$ cat src/rtl/mem_access_pkg.sv
// Shared types for the memory-stage data-bus unit.
// Bus request/response structs, access size, FSM state and strobe helper.
package mem_access_pkg;

    localparam int AW = 64;
    localparam int DW = 64;

    typedef enum logic [1:0] {
        MSZ_B = 2'd0,
        MSZ_H = 2'd1,
        MSZ_W = 2'd2,
        MSZ_D = 2'd3
    } msize_t;

    typedef logic [7:0] strobe_t;

    typedef struct packed {
        logic          valid;
        logic [AW-1:0] addr;
        msize_t        size;
        strobe_t       strobe;
        logic [DW-1:0] data;
    } dbus_req_t;

    typedef struct packed {
        logic          addr_ok;
        logic          data_ok;
        logic [DW-1:0] data;
    } dbus_resp_t;

    typedef enum logic [1:0] {
        IDLE = 2'd0,
        REQ  = 2'd1,
        DONE = 2'd2
    } mem_state_t;

    function automatic strobe_t size_mask(input msize_t sz);
        case (sz)
            MSZ_B:   size_mask = 8'h01;
            MSZ_H:   size_mask = 8'h03;
            MSZ_W:   size_mask = 8'h0F;
            default: size_mask = 8'hFF;
        endcase
    endfunction

endpackage

$ cat src/rtl/mem_access_if.sv
// Pipeline-side request/result signals plus the data-bus request/response.
// slave = the memory unit, master = the pipeline/bus environment.
interface mem_access_if;
    import mem_access_pkg::*;

    logic          req_valid;
    logic          req_write;
    msize_t        req_size;
    logic          req_unsigned;
    logic [AW-1:0] req_addr;
    logic [DW-1:0] req_wdata;
    logic          ack;
    dbus_req_t     dreq;
    dbus_resp_t    dresp;
    logic [DW-1:0] rdata;
    logic          done;
    logic          stall;
    logic          misalign;

    modport slave (
        input  req_valid, req_write, req_size, req_unsigned, req_addr, req_wdata,
        input  ack, dresp,
        output dreq, rdata, done, stall, misalign
    );

    modport master (
        output req_valid, req_write, req_size, req_unsigned, req_addr, req_wdata,
        output ack, dresp,
        input  dreq, rdata, done, stall, misalign
    );

endinterface

$ cat src/rtl/mem_access_align.sv
// Byte-lane alignment: store data/strobe shift, load extract + extend, misalign detect.
// Latency: combinational.
// Backpressure: none; pure function of its inputs.
module mem_align
    import mem_access_pkg::*;
(
    input  logic [2:0]    addr_lo_i,
    input  msize_t        size_i,
    input  logic          unsigned_i,
    input  logic [DW-1:0] wdata_i,
    input  logic [DW-1:0] bus_rdata_i,
    output logic [DW-1:0] wdata_o,
    output strobe_t       strobe_o,
    output logic [DW-1:0] rdata_o,
    output logic          misalign_o
);

    logic [5:0]    shamt;
    logic [DW-1:0] shifted;

    assign shamt   = {addr_lo_i, 3'b000};
    assign shifted = bus_rdata_i >> shamt;

    always_comb begin
        wdata_o    = wdata_i << shamt;
        strobe_o   = size_mask(size_i) << addr_lo_i;
        rdata_o    = shifted;
        misalign_o = 1'b0;
        case (size_i)
            MSZ_B: begin
                rdata_o = {{56{~unsigned_i & shifted[7]}}, shifted[7:0]};
            end
            MSZ_H: begin
                rdata_o    = {{48{~unsigned_i & shifted[15]}}, shifted[15:0]};
                misalign_o = addr_lo_i[0];
            end
            MSZ_W: begin
                rdata_o    = {{32{~unsigned_i & shifted[31]}}, shifted[31:0]};
                misalign_o = |addr_lo_i[1:0];
            end
            default: begin
                rdata_o    = shifted;
                misalign_o = |addr_lo_i;
            end
        endcase
    end

endmodule

$ cat src/rtl/mem_access.sv
// Memory-stage data-bus unit: one dreq per load/store, extended load result to MEM/WB.
// Latency: issue at t, dreq.valid at t+1, data_ok at t+k, done at t+k+1 (>=3 cycles).
// Backpressure: stalls the pipeline until the access completes; holds done/rdata until ack.
module mem_access
    import mem_access_pkg::*;
(
    input  logic        clk,
    input  logic        reset,
    mem_access_if.slave bus
);

    mem_state_t    state_q, state_d;
    logic [AW-1:0] addr_q;
    msize_t        size_q;
    logic          write_q;
    logic          unsigned_q;
    strobe_t       strobe_q;
    logic [DW-1:0] data_q;
    logic [DW-1:0] rdata_q, rdata_d;

    logic          in_idle;
    logic          issue;
    logic [2:0]    al_addr;
    msize_t        al_size;
    logic          al_unsigned;
    logic [DW-1:0] al_wdata;
    strobe_t       al_strobe;
    logic [DW-1:0] al_rdata;
    logic          al_misalign;
    logic          unused_addr_ok;

    assign unused_addr_ok = bus.dresp.addr_ok;
    assign in_idle        = (state_q == IDLE);

    // Live request drives the aligner in IDLE; captured op drives it while a response is awaited.
    assign al_addr     = in_idle ? bus.req_addr[2:0] : addr_q[2:0];
    assign al_size     = in_idle ? bus.req_size      : size_q;
    assign al_unsigned = in_idle ? bus.req_unsigned  : unsigned_q;

    mem_align u_align (
        .addr_lo_i   (al_addr),
        .size_i      (al_size),
        .unsigned_i  (al_unsigned),
        .wdata_i     (bus.req_wdata),
        .bus_rdata_i (bus.dresp.data),
        .wdata_o     (al_wdata),
        .strobe_o    (al_strobe),
        .rdata_o     (al_rdata),
        .misalign_o  (al_misalign)
    );

    assign issue = in_idle & bus.req_valid & ~al_misalign;

    always_ff @(posedge clk or negedge reset) begin
        if (!reset) begin
            state_q <= IDLE;
            rdata_q <= '0;
        end else begin
            state_q <= state_d;
            rdata_q <= rdata_d;
        end
    end

    always_ff @(posedge clk or negedge reset) begin
        if (!reset) begin
            addr_q     <= '0;
            size_q     <= MSZ_B;
            write_q    <= 1'b0;
            unsigned_q <= 1'b0;
            strobe_q   <= '0;
            data_q     <= '0;
        end else if (issue) begin
            addr_q     <= bus.req_addr;
            size_q     <= bus.req_size;
            write_q    <= bus.req_write;
            unsigned_q <= bus.req_unsigned;
            strobe_q   <= bus.req_write ? al_strobe : '0;
            data_q     <= bus.req_write ? al_wdata  : '0;
        end
    end

    always_comb begin
        state_d = state_q;
        rdata_d = rdata_q;
        case (state_q)
            IDLE: begin
                if (issue) begin
                    state_d = REQ;
                end
            end
            REQ: begin
                if (bus.dresp.data_ok) begin
                    state_d = DONE;
                    rdata_d = write_q ? '0 : al_rdata;
                end
            end
            DONE: begin
                if (bus.ack) begin
                    state_d = IDLE;
                end
            end
            default: begin
                state_d = IDLE;
            end
        endcase
    end

    always_comb begin
        bus.dreq.valid  = (state_q == REQ);
        bus.dreq.addr   = addr_q;
        bus.dreq.size   = size_q;
        bus.dreq.strobe = strobe_q;
        bus.dreq.data   = data_q;
        bus.rdata       = rdata_q;
        bus.done        = (state_q == DONE);
        bus.stall       = issue | (state_q == REQ);
        bus.misalign    = bus.req_valid & al_misalign;
    end

endmodule

$ cat src/flat_wrapper.sv
// flat-port wrapper written by rule: the top's interface ports become plain ports
module mem_access_flat import mem_access_pkg::*;
  (clk, reset, bus_req_valid, bus_req_write, bus_req_size, bus_req_unsigned, bus_req_addr, bus_req_wdata, bus_ack, bus_dresp, bus_dreq, bus_rdata, bus_done, bus_stall, bus_misalign);
  mem_access_if bus_i ();
  input  logic clk;
  input  logic reset;
  input wire logic [$bits(bus_i.req_valid)-1:0] bus_req_valid;
  input wire logic [$bits(bus_i.req_write)-1:0] bus_req_write;
  input wire logic [$bits(bus_i.req_size)-1:0] bus_req_size;
  input wire logic [$bits(bus_i.req_unsigned)-1:0] bus_req_unsigned;
  input wire logic [$bits(bus_i.req_addr)-1:0] bus_req_addr;
  input wire logic [$bits(bus_i.req_wdata)-1:0] bus_req_wdata;
  input wire logic [$bits(bus_i.ack)-1:0] bus_ack;
  input wire logic [$bits(bus_i.dresp)-1:0] bus_dresp;
  output wire logic [$bits(bus_i.dreq)-1:0] bus_dreq;
  output wire logic [$bits(bus_i.rdata)-1:0] bus_rdata;
  output wire logic [$bits(bus_i.done)-1:0] bus_done;
  output wire logic [$bits(bus_i.stall)-1:0] bus_stall;
  output wire logic [$bits(bus_i.misalign)-1:0] bus_misalign;
  assign bus_i.req_valid = bus_req_valid;
  assign bus_i.req_write = bus_req_write;
  assign bus_i.req_size = bus_req_size;
  assign bus_i.req_unsigned = bus_req_unsigned;
  assign bus_i.req_addr = bus_req_addr;
  assign bus_i.req_wdata = bus_req_wdata;
  assign bus_i.ack = bus_ack;
  assign bus_i.dresp = bus_dresp;
  assign bus_dreq = bus_i.dreq;
  assign bus_rdata = bus_i.rdata;
  assign bus_done = bus_i.done;
  assign bus_stall = bus_i.stall;
  assign bus_misalign = bus_i.misalign;
  mem_access u_core (.clk(clk), .reset(reset), .bus(bus_i));
endmodule
$ cat config.mk
export PLATFORM = sky130hd
export DESIGN_NAME = mem_access_flat
export DESIGN_NICKNAME = d
export VERILOG_FILES = /design/src/rtl/mem_access_pkg.sv /design/src/rtl/mem_access_if.sv /design/src/rtl/mem_access_align.sv /design/src/rtl/mem_access.sv /design/src/flat_wrapper.sv
export SDC_FILE = /design/constraint.sdc
export NUM_CORES = 1
export LEC_CHECK = 0
export CORE_ASPECT_RATIO = 1.2
export CORE_UTILIZATION = 46
export CTS_CLUSTER_SIZE = 25
export DETAILED_ROUTE_END_ITERATION = 10
export PLACE_DENSITY = 0.81
export SYNTH_ARGS = -nofsm -noshare
export SYNTH_HDL_FRONTEND = slang
export SYNTH_SLANG_ARGS = --single-unit
$ cat constraint.sdc
create_clock -name clk -period 3.1 [get_ports clk]
set_clock_uncertainty 0.05 [all_clocks]
set_input_delay 0.62 -clock clk [delete_from_list [all_inputs] [get_ports clk]]
set_output_delay 0.62 -clock clk [all_outputs]
set_load 0.03 [all_outputs]
Yosys cells after proc, flatten, opt, wreduce, memory -nomap -nowiden
Cells that the tools add are included.
{"block": "totals", "register_bits": 206, "in_bits": 202, "elab_cells": 46}
{"block": "op_classes", "eq_ne": 7, "shifts": 3, "n_mux": 13, "bitwise_logic": 9, "reduce_logical": 6}
{"operator": "case mux 64 bit (3 select lines)", "count": 1}
{"operator": "2-to-1 mux 64 bit", "count": 2}
{"operator": "left shift 64 x 6 -> 64 bit", "count": 1}
{"operator": ">> shifter 64 x 6 -> 64 bit", "count": 1}
{"operator": "case mux 8 bit (3 select lines)", "count": 1}
{"operator": "2-to-1 mux 2 bit", "count": 4}
{"operator": "2-to-1 mux 8 bit", "count": 1}
{"operator": "left shift 8 x 3 -> 8 bit", "count": 1}
{"operator": "bitwise AND 1 bit", "count": 6}
{"operator": "inequality test 2 bit (second input constant)", "count": 3}
{"operator": "case mux 2 bit (3 select lines)", "count": 1}
{"operator": "equality test 2 x 1 -> 1 bit (second input constant)", "count": 2}
{"operator": "equality test 2 bit (second input constant)", "count": 2}
{"operator": "logical NOT 2 bit", "count": 2}
{"operator": "2-to-1 mux 3 bit", "count": 1}
{"operator": "case mux 1 bit (3 select lines)", "count": 1}
{"operator": "AND reduction 3 bit", "count": 1}
{"operator": "OR reduction 3 bit", "count": 1}
{"operator": "NOT 1 bit", "count": 2}
{"operator": "AND reduction 2 bit", "count": 1}
{"operator": "OR reduction 2 bit", "count": 1}
{"operator": "2-to-1 mux 1 bit", "count": 1}
{"operator": "OR 1 bit", "count": 1}

Logic depth before layout (Yosys ltp)
{"block": "depth", "word_depth": 8, "mapped_depth": 10, "mapped_depth_nobuf": 7}

Cells and area by module
Synthesis repeated with hierarchy kept, for this count alone.
{"block": "hier_totals", "cells_unflattened": 1274, "hier_area_um2": 13160.1}
{"mod": "mem_access", "n_inst": 1, "cells_per_inst": 674, "area_per_inst_um2": 8663.3}
{"mod": "mem_align", "n_inst": 1, "cells_per_inst": 600, "area_per_inst_um2": 4496.8}

Worst setup path before layout
No wires, ideal clock.
{"block": "synth_timing", "path_type": "input port to output port", "startpoint": "in bus_req_addr[0]", "endpoint": "out bus_stall", "arrival_time_ns": 2.336, "required_ns": 2.430, "slack_ns": 0.094, "stages": 9, "n_path_buf": 4, "path_cell_list": "or3b_4 > and2_1 > buf_2 > o21ai_1 > a21o_1 > buf_2 > buf_2 > buf_2 > nand2_1"}
{"block": "synth_between", "elab_chain_cells": 6, "word_cells_on_any_way": 7}
{"element": "start, declared", "line_no": "flat_wrapper.sv:11", "source": "input wire logic [$bits(bus_i.req_addr)-1:0] bus_req_addr;"}
{"element": "2-to-1 mux 3 bit *", "line_no": "mem_access.sv:36", "source": "assign al_addr = in_idle ? bus.req_addr[2:0] : addr_q[2:0];"}
{"element": "OR reduction 3 bit or OR reduction 2 bit (tied branches)", "line_no": "mem_access_align.sv:43, mem_access_align.sv:39"}
{"element": "case mux 1 bit (3 select lines) *", "line_no": "mem_access_align.sv:29", "source": "case (size_i)"}
{"element": "NOT 1 bit *", "line_no": "mem_access.sv:52", "source": "assign issue = in_idle & bus.req_valid & ~al_misalign;"}
{"element": "bitwise AND 1 bit *", "line_no": "mem_access.sv:52"}
{"element": "OR 1 bit *", "line_no": "mem_access.sv:116", "source": "bus.stall = issue | (state_q == REQ);"}
{"element": "end, declared", "line_no": "flat_wrapper.sv:18", "source": "output wire logic [$bits(bus_i.stall)-1:0] bus_stall;"}
Mark *: on every way between the ends. The rest lies on a longest branch, timed or not.

Final worst setup path
{"block": "layout_timing", "startpoint": "in bus_req_addr[2]", "endpoint": "out bus_misalign"}
{"block": "layout_between", "elab_chain_cells": 4}
{"element": "2-to-1 mux 3 bit", "line_no": "mem_access.sv:36"}
{"element": "OR reduction 3 bit", "line_no": "mem_access_align.sv:43", "source": "misalign_o = |addr_lo_i;"}
{"element": "case mux 1 bit (3 select lines)", "line_no": "mem_access_align.sv:29"}
{"element": "bitwise AND 1 bit", "line_no": "mem_access.sv:117", "source": "bus.misalign = bus.req_valid & al_misalign;"}
{"element": "end, declared", "line_no": "flat_wrapper.sv:19", "source": "output wire logic [$bits(bus_i.misalign)-1:0] bus_misalign;"}
Every way passes these cells.

==> results.md <==
| Stage | Quantity | This run |
| --- | --- | --- |
| synth | Number of synthesized register bits | 206 |
| placed design | Port-buffer cells | 406 |
| power and ir drop | Sequential share of power | 22.7% |
| timing | Final hold slack | 0.06319 ns |
| die | Die Wd | 145.9 um |
| die | Std-Cell Rows | 62 |
| die | Die area | 25470 um2 |
| routing | DR vias/cell | 5.888 |
| outcome | Status | complete, no violations |
| placed design | Area after DPL | 16140 um2 |
| global route | Via count of the first global-routing pass | 12404 |
| power and ir drop | Switching fraction of total power | 47.76% |
| power and ir drop | Net load switching power | 9.808 mW |
| global route | GR Overflow Total | 0 |
| clocking | CTS tree | yes |
| worst setup path | Crit path capture type | output pin |
| worst setup path | Sort of element at the start of the critical path | primary input |
| clocking | Total number of clock tree sinks | 206 |
| placed design | Dpl cells | 2122 |
| placed design | Routability congestion estimate from global placement | 0.9566 |
| power and ir drop | Power density relative to cell area | 1206 nW/um2 |
| synth | Synthesized netlist cell count | 1442 |
| job | Count of maximum capacitance violations | 0 |
| timing | Slew of the pin with the lowest slew margin | 1.178 ns |
| layout | Filler Cell Count | 1892 |
| synth | Synthesized area | 11420 um2 |
| routing | Final Routed Wirelength | 44.66 mm |
| clocking | CTS max path bufs | 3 |
| routing | Residual antenna-violating net count after detailed routing | 0 |
| layout | Nets | 2031 |
| die | Number of top-level pins | 408 |
| placed design | Detailed placer's ending HPWL | 32.18 mm |
| worst setup path | Startpoint of the worst-slack reg-to-reg timing path | u_core.state_q[0] |
| synth | Count of distinct cell types in the synthesized netlist | 59 |
| routing | Number of vias in the routed layout | 12772 |
| routing | Routed wirelength normalized by instance count | 20.59 um |
| worst setup path | Max FO, Critical Path | 4 |
| routing | Iteration-0 DRC count of the detailed router | 1612 |
| die | Die Height | 174.6 um |
| global route | Largest net degree at the start of global routing | 72 |
| clocking | Clock slew at the register clock pins of the worst setup and hold paths | 0.06 ns |
| worst setup path | Worst-case register-to-register setup slack | 0.36 ns |
| timing | Number of pins exceeding their max-slew limit in the final report | 0 |
| layout | Commonest non-fill, non-tap cell in the layout | sky130_fd_sc_hd__nand2_1 |
| synth | Number of synthesized flops with an enable pin | 0 |
| clocking | Level count of the clock H-tree | 1 |
| synth | Dominant synthesized flop cell | sky130_fd_sc_hd__dfrtp_1 |
| timing | RSZ-0062 raised after global routing | no |
| layout | Post-route insts no fill | 2169 |
| power and ir drop | Leakage Power | 7.731 nW |
| global route | Number of antenna violations at the first check in global routing | 4 |
| worst setup path | Critical Path Sink | bus_misalign |
| clocking | Clk Latency, worst-skew pair | 0.52 ns |
| global route | Total routing usage reported by global routing | 34.50% |
| synth | Share of synthesized flip-flops with an asynchronous set or reset | 100.0% |
| clocking | Cts bufs inserted | 22 |
| worst setup path | Worst setup path category | primary input to output pin |
| layout | Top library cells by usage in the layout, fill and taps aside | sky130_fd_sc_hd__nand2_1 (512), sky130_fd_sc_hd__clkdlybuf4s50_1 (403), sky130_fd_sc_hd__dfrtp_1 (204) |
| timing | Period utilization | 97.97% |
| synth | Sequential element share of the synthesized area | 45.13% |
| worst setup path | Required @ worst endpoint | 2.43 ns |
| min path | Type of the worst min-delay path | primary input to asynchronous set/reset pin |
| worst setup path | Biggest cell delay along the critical path | 0.51 ns |
| timing | Post-route worst setup slack | 0.06287 ns |
| timing | Setup-failing EPs final | 0 |
| timing | Achievable Freq | 0.3293 GHz |
| synth | Total of warnings raised by yosys | 0 |
| routing | Number of detailed-route iterations in the first pass | 6 |
| worst setup path | Path depth of the worst reg2reg path | 8 |
| power and ir drop | Share of total power in the clock network | 14.7% |
| layout | Synthesis-to-layout area growth | 49.05% |
| clocking | Clk Tree Root Cell | sky130_fd_sc_hd__clkbuf_16 |
| timing | Clock period minus worst slack | 3.037 ns |
| worst setup path | Data arrival at the endpoint of the critical path | 2.37 ns |
| layout | Layout cell share with drive strength beyond 1 | 7.913% |
| layout | Design Area, Final | 17030 um2 |
| layout | Core occupancy in the finished layout | 70.57% |
| worst setup path | End of the worst register-to-register path | u_core.bus.rdata[12] |
| die | Std-Cell Core Area | 24130 um2 |
| routing | Total DRC errors in the routed layout | 0 |
| power and ir drop | Cell internal power dissipation | 10.73 mW |
| die | Initial core utilization | 47.35% |
| global route | Global-route wire length before repair | 69.17 mm |
| worst setup path | CP cell instances | clkdlybuf4s50_1 -> or3b_4 -> and2_2 -> o21ai_4 -> a22oi_1 -> nor2b_2 -> buf_12 |
| synth | Net count after synthesis | 1644 |
| power and ir drop | Comb pwr share | 62.6% |
| placed design | Worst slack at placement | -0.08356 ns |
| timing | Worst rel slew slack | 21.15% |
| worst setup path | Worst setup path start | bus_req_addr[2] |
| timing | Endpoints failing hold | 0 |
| worst setup path | Master of the slowest instance on the critical path | sky130_fd_sc_hd__clkdlybuf4s50_1 |
| power and ir drop | Worst IR Drop VDD | 789.9 uV |
| synth | Post-Syn Area per Cell | 7.922 um2 |
==> cell type report <==
cell class	instances	area, um2	share of cell area [%]
Sequential cell	206	5157	30.29
Clock inverter	11	192.7	1.132
Clock buffer	29	628.1	3.689
Antenna cell	4	10.01	0.05879
Tap cell	320	400.4	2.352
Timing Repair Buffer	475	4806	28.23
Multi-Input combinational cell	1121	5821	34.19
Inverter	3	11.26	0.06614
==> logic make-up (layout without fill, tap and decap cells) <==
| family | after synthesis | after routing | synth area share (%) |
|---|---|---|---|
| compound gates | 353 | 353 | 19.32 |
| buf+inv | 115 | 518 | 4.512 |
| flops | 206 | 206 | 45.13 |
| mux | 67 | 67 | 5.958 |
| other cells | 0 | 4 | 0 |
| simple gates | 701 | 701 | 25.08 |
==> through the flow <==
stage / TNS [ns] / power (mW)
global route: 0 / 21.61
global placement: -0.06310 / 16.95
detailed placement: -0.8569 / 17.23
floorplan: 0 / 12.16
finish: 0 / 20.53
CTS: -0.05123 / 20.36
==> layer usage <==
metal | track usage [%] | share of wire [%]
met5 | 0 | 0
met4 | 17.59 | 5.6
met3 | 8.355 | 11
met2 | 54.43 | 45
met1 | 44.18 | 38
==> synth_stat cells (2+ instances only) <==
cell type                  number  area share (%)
sky130_fd_sc_hd__nor2_2         2            0.11
sky130_fd_sc_hd__o21ba_2        7            0.61
sky130_fd_sc_hd__o31ai_1        3            0.20
sky130_fd_sc_hd__a31oi_1       31             1.7
sky130_fd_sc_hd__o22a_1         2            0.15
sky130_fd_sc_hd__clkbuf_1      54             1.8
sky130_fd_sc_hd__o21ai_1       41             1.8
sky130_fd_sc_hd__a21oi_1       69             3.0
sky130_fd_sc_hd__nor2_1        55             1.8
sky130_fd_sc_hd__a21o_1         2            0.13
sky130_fd_sc_hd__nand3_1      109             4.8
sky130_fd_sc_hd__o22ai_1        9            0.49
sky130_fd_sc_hd__nand2_1      513              17
sky130_fd_sc_hd__mux2_2         4            0.39
sky130_fd_sc_hd__and2_1         4            0.22
sky130_fd_sc_hd__buf_4          9            0.59
sky130_fd_sc_hd__a22o_1        39             3.0
sky130_fd_sc_hd__buf_1         19            0.62
sky130_fd_sc_hd__o221ai_1       2            0.15
sky130_fd_sc_hd__inv_1          3           0.099
sky130_fd_sc_hd__o211ai_1       2            0.13
sky130_fd_sc_hd__dfrtp_1      206              45
sky130_fd_sc_hd__a221o_1        7            0.61
sky130_fd_sc_hd__nand2b_1       4            0.22
sky130_fd_sc_hd__mux2i_1       61             5.3
sky130_fd_sc_hd__buf_6          2            0.20
sky130_fd_sc_hd__buf_2         28             1.2
sky130_fd_sc_hd__o21ai_0      110             4.8
sky130_fd_sc_hd__o32ai_1        7            0.54
sky130_fd_sc_hd__a221oi_1       9            0.69
==> critical path, delay by kind of cell <==
kind / cells / cell delay, ns
compound gates: 2 / 0.27
buf+inv: 2 / 0.65
simple gates: 3 / 0.81
==> repair_timing <==
item | 4_1_cts | 5_1_grt
pin swaps | 1 | 1
setup buffers | 2 | 1
setup endpoints to repair | 2 | 2
hold buffers | 0 | 0
resized for setup | 2 | 7
==> power groups by stage <==
stage | combinational [mW] | clock (mW) | sequential, mW
after floorplan | 5.38 | 0 | 6.78
after global placement | 12.3 | 0 | 4.60
after detailed placement | 12.6 | 0 | 4.64
after CTS | 12.7 | 3.05 | 4.64
after global routing | 13.7 | 3.13 | 4.78
final | 12.9 | 3.02 | 4.66
==> state kept, by name, indices dropped and copies added (netlist names) <==
signal	cells
u_core.data_q	64
u_core.bus.rdata	64
u_core.addr_q	64
u_core.size_q	2
u_core.state_q	2
u_core.unsigned_q	1
u_core.write_q	1
u_core.strobe_q	8
==> worst min-delay path by stage <==
stage	end	slack (ns)	cells after the start
after CTS	u_core.addr_q[8]	0.06	1
after global routing	u_core.addr_q[6]	0.10	1
after global placement	u_core.bus.rdata[15]	0.40	2
after floorplan	u_core.addr_q[0]	0.27	0
after detailed placement	u_core.addr_q[3]	0.41	2
final	u_core.addr_q[6]	0.06	1
(Power assumes the default switching activity.)
